===== src/rtl/cpu_pkg.sv =====
// Shared CPU definitions: default datapath/register-index widths and the
// 4-bit ALU select encodings ({funct7[5], funct3}) carried through ID/EX.
package cpu_pkg;

   localparam int XLEN = 32;
   localparam int REGW = 5;

   typedef enum logic [3:0] {
      ALU_ADD  = 4'b0000,
      ALU_SLL  = 4'b0001,
      ALU_SLT  = 4'b0010,
      ALU_SLTU = 4'b0011,
      ALU_XOR  = 4'b0100,
      ALU_SRL  = 4'b0101,
      ALU_OR   = 4'b0110,
      ALU_AND  = 4'b0111,
      ALU_SUB  = 4'b1000,
      ALU_SRA  = 4'b1101
   } alu_field_e;

endpackage : cpu_pkg


===== src/rtl/fwd_mux.sv =====
// Operand forwarding selector: picks the newest in-flight value for one held
// source register, EX/MEM before MEM/WB, never forwarding register x0.
module fwd_mux #(
   parameter int XLEN = cpu_pkg::XLEN,
   parameter int REGW = cpu_pkg::REGW
) (
   input  logic [REGW-1:0] rs_idx,
   input  logic [XLEN-1:0] rs_data,
   input  logic [REGW-1:0] exmem_rd,
   input  logic            exmem_reg_write,
   input  logic [XLEN-1:0] exmem_result,
   input  logic [REGW-1:0] memwb_rd,
   input  logic            memwb_reg_write,
   input  logic [XLEN-1:0] memwb_result,
   output logic [XLEN-1:0] operand
);

   logic exmem_hit;
   logic memwb_hit;

   always_comb begin
      exmem_hit = exmem_reg_write && (rs_idx != '0) && (exmem_rd == rs_idx);
      memwb_hit = memwb_reg_write && (rs_idx != '0) && (memwb_rd == rs_idx);
      operand   = rs_data;
      if (exmem_hit) begin
         operand = exmem_result;
      end else if (memwb_hit) begin
         operand = memwb_result;
      end
   end

endmodule : fwd_mux


===== src/rtl/id_ex_stage.sv =====
// ID/EX pipeline register with combinational operand forwarding and
// load-use hazard detection toward the decode stage.
module id_ex_stage #(
   parameter int XLEN = cpu_pkg::XLEN,
   parameter int REGW = cpu_pkg::REGW
) (
   input  logic            clk,
   input  logic            rst_n,
   input  logic            stall,
   input  logic            flush,
   input  logic            id_valid,
   input  logic [XLEN-1:0] id_pc,
   input  logic [XLEN-1:0] id_rs1_data,
   input  logic [XLEN-1:0] id_rs2_data,
   input  logic [XLEN-1:0] id_imm,
   input  logic [REGW-1:0] id_rs1,
   input  logic [REGW-1:0] id_rs2,
   input  logic [REGW-1:0] id_rd,
   input  logic [3:0]      id_field,
   input  logic            id_alu_src,
   input  logic            id_reg_write,
   input  logic            id_mem_read,
   input  logic [REGW-1:0] exmem_rd,
   input  logic            exmem_reg_write,
   input  logic [XLEN-1:0] exmem_result,
   input  logic [REGW-1:0] memwb_rd,
   input  logic            memwb_reg_write,
   input  logic [XLEN-1:0] memwb_result,
   output logic            ex_valid,
   output logic [XLEN-1:0] ex_pc,
   output logic [XLEN-1:0] ex_op1,
   output logic [XLEN-1:0] ex_op2,
   output logic [XLEN-1:0] ex_store_data,
   output logic [3:0]      ex_field,
   output logic [REGW-1:0] ex_rd,
   output logic            ex_reg_write,
   output logic            ex_mem_read,
   output logic            load_use_hazard
);

   logic            valid_q,     valid_d;
   logic [XLEN-1:0] pc_q,        pc_d;
   logic [XLEN-1:0] rs1_data_q,  rs1_data_d;
   logic [XLEN-1:0] rs2_data_q,  rs2_data_d;
   logic [XLEN-1:0] imm_q,       imm_d;
   logic [REGW-1:0] rs1_q,       rs1_d;
   logic [REGW-1:0] rs2_q,       rs2_d;
   logic [REGW-1:0] rd_q,        rd_d;
   logic [3:0]      field_q,     field_d;
   logic            alu_src_q,   alu_src_d;
   logic            reg_write_q, reg_write_d;
   logic            mem_read_q,  mem_read_d;

   logic [XLEN-1:0] fwd_a;
   logic [XLEN-1:0] fwd_b;
   logic            wb_hits_rs1;
   logic            wb_hits_rs2;

   always_ff @(posedge clk or negedge rst_n) begin
      if (!rst_n) begin
         valid_q     <= 1'b0;
         pc_q        <= '0;
         rs1_data_q  <= '0;
         rs2_data_q  <= '0;
         imm_q       <= '0;
         rs1_q       <= '0;
         rs2_q       <= '0;
         rd_q        <= '0;
         field_q     <= '0;
         alu_src_q   <= 1'b0;
         reg_write_q <= 1'b0;
         mem_read_q  <= 1'b0;
      end else begin
         valid_q     <= valid_d;
         pc_q        <= pc_d;
         rs1_data_q  <= rs1_data_d;
         rs2_data_q  <= rs2_data_d;
         imm_q       <= imm_d;
         rs1_q       <= rs1_d;
         rs2_q       <= rs2_d;
         rd_q        <= rd_d;
         field_q     <= field_d;
         alu_src_q   <= alu_src_d;
         reg_write_q <= reg_write_d;
         mem_read_q  <= mem_read_d;
      end
   end

   // A write retiring while we are stalled would otherwise be lost to the
   // held instruction, so it is folded into the held register data.
   always_comb begin
      wb_hits_rs1 = memwb_reg_write && (memwb_rd != '0) && (memwb_rd == rs1_q);
      wb_hits_rs2 = memwb_reg_write && (memwb_rd != '0) && (memwb_rd == rs2_q);
   end

   always_comb begin
      valid_d     = valid_q;
      pc_d        = pc_q;
      rs1_data_d  = rs1_data_q;
      rs2_data_d  = rs2_data_q;
      imm_d       = imm_q;
      rs1_d       = rs1_q;
      rs2_d       = rs2_q;
      rd_d        = rd_q;
      field_d     = field_q;
      alu_src_d   = alu_src_q;
      reg_write_d = reg_write_q;
      mem_read_d  = mem_read_q;
      if (flush) begin
         valid_d     = 1'b0;
         reg_write_d = 1'b0;
         mem_read_d  = 1'b0;
      end else if (stall) begin
         if (wb_hits_rs1) begin
            rs1_data_d = memwb_result;
         end
         if (wb_hits_rs2) begin
            rs2_data_d = memwb_result;
         end
      end else begin
         valid_d     = id_valid;
         pc_d        = id_pc;
         rs1_data_d  = id_rs1_data;
         rs2_data_d  = id_rs2_data;
         imm_d       = id_imm;
         rs1_d       = id_rs1;
         rs2_d       = id_rs2;
         rd_d        = id_rd;
         field_d     = id_field;
         alu_src_d   = id_alu_src;
         reg_write_d = id_reg_write && id_valid;
         mem_read_d  = id_mem_read && id_valid;
      end
   end

   fwd_mux #(.XLEN(XLEN), .REGW(REGW)) u_fwd_a (
      .rs_idx          (rs1_q),
      .rs_data         (rs1_data_q),
      .exmem_rd        (exmem_rd),
      .exmem_reg_write (exmem_reg_write),
      .exmem_result    (exmem_result),
      .memwb_rd        (memwb_rd),
      .memwb_reg_write (memwb_reg_write),
      .memwb_result    (memwb_result),
      .operand         (fwd_a)
   );

   fwd_mux #(.XLEN(XLEN), .REGW(REGW)) u_fwd_b (
      .rs_idx          (rs2_q),
      .rs_data         (rs2_data_q),
      .exmem_rd        (exmem_rd),
      .exmem_reg_write (exmem_reg_write),
      .exmem_result    (exmem_result),
      .memwb_rd        (memwb_rd),
      .memwb_reg_write (memwb_reg_write),
      .memwb_result    (memwb_result),
      .operand         (fwd_b)
   );

   always_comb begin
      ex_valid      = valid_q;
      ex_pc         = pc_q;
      ex_op1        = fwd_a;
      ex_op2        = alu_src_q ? imm_q : fwd_b;
      ex_store_data = fwd_b;
      ex_field      = field_q;
      ex_rd         = rd_q;
      ex_reg_write  = reg_write_q;
      ex_mem_read   = mem_read_q;
   end

   // rs2 only matters to decode when it is not replaced by the immediate.
   always_comb begin
      load_use_hazard = valid_q && mem_read_q && (rd_q != '0) && id_valid &&
                        ((id_rs1 == rd_q) || (!id_alu_src && (id_rs2 == rd_q)));
   end

endmodule : id_ex_stage


===== config.mk =====
export PLATFORM = sky130hd
export DESIGN_NAME = id_ex_stage
export DESIGN_NICKNAME = d
export VERILOG_FILES = /design/src/rtl/cpu_pkg.sv /design/src/rtl/fwd_mux.sv /design/src/rtl/id_ex_stage.sv
export SDC_FILE = /design/constraint.sdc
export NUM_CORES = 1
export LEC_CHECK = 0
export CELL_PAD_IN_SITES_DETAIL_PLACEMENT = 2
export CELL_PAD_IN_SITES_GLOBAL_PLACEMENT = 2
export CORE_MARGIN = 5
export CORE_UTILIZATION = 24
export CTS_BUF_LIST = sky130_fd_sc_hd__clkbuf_16
export DETAILED_ROUTE_END_ITERATION = 10
export PLACE_DENSITY_LB_ADDON = 0.15
export SLEW_MARGIN = 20
export SYNTH_ARGS = -nofsm -noshare
export SYNTH_HDL_FRONTEND = slang
export SYNTH_SLANG_ARGS = --single-unit

===== constraint.sdc =====
create_clock -name clk -period 2.15 [get_ports clk]
set_input_delay 0.3225 -clock clk [delete_from_list [all_inputs] [get_ports clk]]
set_output_delay 0.3225 -clock clk [all_outputs]
set_load 0.1 [all_outputs]

==> results.sh <==
export IMPL_final_cell_mix="clkdlybuf4s50_1, dfrtp_1, buf_12"
export IMPL_grtUsageTotal_pct=21.6
export IMPL_drv_slew=0
export IMPL_drc=0
export IMPL_crit_chain="buf_4, xnor2_1, and4_2, and2_4, buf_12, a221oi_2, buf_4, o31ai_4, buf_12"
export IMPL_synth_flop_cell="dfrtp_1"
export IMPL_holdWs_ps=349
export IMPL_timing_slew_headroom_pct=72.3
export IMPL_tightest_slew_ps=416
export IMPL_avgSynthCellArea_sq_um=11.3
export IMPL_crit_slowest_cell="dfrtp_1"
export IMPL_path_class="reg -> out"
export IMPL_period_share_pct=145
export IMPL_area_delta_synth_final_pct=99.6
export IMPL_routabilityCongestion=0.760
export IMPL_synth_edff_count=0
export IMPL_wl_per_cell_microns=25.9
export IMPL_maxCapViolations=0
export IMPL_met1_length_mm=18.7
export IMPL_synth_cells=786
export IMPL_hold_viol=0
export IMPL_wl_met2_mm=23.5
export IMPL_vias=8568
export IMPL_port_buffers=371
export IMPL_fillers=3515
export IMPL_wl_met3_mm=2.57
export IMPL_wl_mm=45.4
export IMPL_grt_pass1_wl_mm=66.9
export IMPL_fmax_mhz=321
export IMPL_avgViaCountPerCell=4.88
export IMPL_cts_root_buf="clkbuf_16"
export IMPL_synth_async_sr_flop_share_pct=100
export IMPL_highest_layer="met5"
export IMPL_ir_worst_vdd_v=0.000544
export IMPL_slowest_delay_ps=410
export IMPL_drt_iter0_drc=221
export IMPL_synth_warnings=0
export IMPL_cts_buffers=17
export IMPL_rows=70
export IMPL_clk_latency_ps=450
export IMPL_yosysSeqAreaShare_pct=42.7
export IMPL_power_leakage_uw=0.00694
export IMPL_start_kind="flop"
export IMPL_antenna_left=0
export IMPL_path_clk_slew_ps=70
export IMPL_cp_end_kind="output pin"
export IMPL_die_h_microns=202
export IMPL_grt_pass1_vias=10082
export IMPL_core_area_sq_mm=0.0365
export IMPL_rsz0062_at_grt="yes"
export IMPL_worstPathRequired_ps=1830
export IMPL_layout_commonest_cell="clkdlybuf4s50_1"
export IMPL_seq_area_sq_mm=0.00379
export IMPL_clockBufferDepth=2
export IMPL_status="finished with violations"
export IMPL_clock_sinks=151
export IMPL_crit_buf_inv=4
export IMPL_cp_arrival_ps=2790
export IMPL_powerDensity_mw_per_mm2=911
export IMPL_cts_tree="yes"
export IMPL_antenna_found_initial=5
export IMPL_cts_max_level=4
export IMPL_first_pass_iters=4
export IMPL_fin_worst_skew_ps=11.1
export IMPL_synth_seq_cells=151
export IMPL_fin_nets=1501
export IMPL_setup_viol=160
export IMPL_cp_max_fo=17
export IMPL_layout_drive_gt1_share_pct=54.6
export IMPL_violations="negative setup slack"
export IMPL_synth_cell_types=38
export IMPL_netlist_area_sq_mm=0.00885
export IMPL_layout_min_cycle_time_ps=3110
export IMPL_die_w_microns=202
export IMPL_multi_input_comb_area_sq_mm=0.00615
export IMPL_final_setup_worst_slack_ps=-961
export IMPL_start_util_pct=24.2
export IMPL_fin_tns_setup_ps=-95880
export IMPL_hpwl_mm=32.1
export IMPL_io_pins=372
export IMPL_dieArea_sq_mm=0.0408
export IMPL_synth_nets=1017
export IMPL_hp_class="in -> reg"
export IMPL_grt_max_degree=63
export IMPL_crit_family="buffers and inverters"
export IMPL_overflow=0
## repair_timing
| action | in CTS | in global routing |
|---|---|---|
| gates resized for setup | 98 | 52 |
| setup buffers | 21 | 7 |
| endpoints found under the setup margin | 160 | 160 |
| cloned | 10 | 5 |
| hold buffers | 1 | 0 |
| hold endpoints to repair | 28 | 0 |
| pin swaps | 45 | 68 |
## metal layers
| metal | vias up | track usage [%] |
|---|---|---|
| met5 | - | 0 |
| met4 | 6 | 4.83 |
| met3 | 37 | 6.10 |
| met2 | 236 | 38.1 |
| met1 | 4420 | 26.1 |
| li1 | 3869 | - |
## path summary, 6_finish.rpt
path	startpoint	endpoint	slack [ps]	cells past startpoint
max reg2reg	rs1_q[2]$_DFFE_PN0P_	rs1_data_q[11]$_DFFE_PN0P_	-480	11
max	rs2_q[3]$_DFFE_PN0P_	ex_op2[14]	-960	9
min reg2reg	ex_pc[11]$_DFFE_PN0P_	ex_pc[11]$_DFFE_PN0P_	510	1
min in group asynchronous	rst_n	imm_q[24]$_DFFE_PN0P_	360	2
min	stall	rs2_data_q[31]$_DFFE_PN0P_	350	3
max in group asynchronous	rst_n	ex_rd[4]$_DFFE_PN0P_	1040	3
## worst min-delay path, cell delays in order
cell and delay (ps):
buf_4 210, inv_1 120, o21ai_0 100
## logic make-up after synthesis
| logic type | synth area share [%] |
|---|---|
| DFF | 42.7 |
| and+or+nand+nor | 9.71 |
| muxes | 23.8 |
| xor gates and xnor gates | 2.97 |
| AOI/OAI and AO/OA | 16.7 |
| buffers and inverters | 4.06 |
## cell type report
type	count	area share (%)
Sequential cell	151	21.4
Tap cell	468	3.31
Inverter	2	0.0425
Clock inverter	15	0.864
Antenna cell	4	0.0567
Clock buffer	17	2.41
Multi-Input combinational cell	568	34.8
Timing Repair Buffer	530	37.0
## cell usage after synthesis (3+ instances only)
cell | instances | area share (%)
buf_4 | 3 | 0.25
nand2_1 | 65 | 2.8
or4_1 | 3 | 0.25
xor2_1 | 8 | 0.79
mux2i_1 | 33 | 3.7
o22a_1 | 62 | 6.1
clkbuf_1 | 34 | 1.4
mux2_4 | 30 | 5.1
o31ai_1 | 32 | 2.7
buf_6 | 10 | 1.3
and2_1 | 31 | 2.2
a22oi_1 | 3 | 0.25
nand4_1 | 5 | 0.35
o21ai_0 | 33 | 1.9
xnor2_1 | 22 | 2.2
nor2_1 | 74 | 3.1
dfrtp_1 | 151 | 43
mux2_2 | 118 | 15
buf_2 | 17 | 0.96
a221oi_2 | 30 | 5.1
## where the power goes
group          switching (uW)  internal [uW]  total, uW
clock network            1410           1720       3120
logic                    5670           3670       9350
registers                 343           3280       3620
## registers in the layout (all words and copies together), names as in the netlist
signal,flops
ex_field,4
rs2_data_q,32
imm_q,32
ex_pc,32
ex_mem_read,1
ex_rd,5
alu_src_q,1
rs1_q,5
rs2_q,5
ex_reg_write,1
ex_valid,1
rs1_data_q,32
## stage by stage
| step | utilization (%) | total power (uW) | setup slack, ps | instances | area (sq um) |
|---|---|---|---|---|---|
| after floorplan | - | 9290 | -677 | 786 | 9860 |
| after global placement | 43.7 | 12600 | -672 | 1697 | 16000 |
| after detailed placement | 43.7 | 12700 | -766 | 1697 | 16000 |
| after CTS | 47.7 | 16200 | -961 | 1755 | 17400 |
| after global routing | 48.4 | 16700 | -1050 | 1753 | 17700 |
| final | 48.4 | 16100 | -961 | 1755 | 17700 |
(Power assumes the default switching activity.)
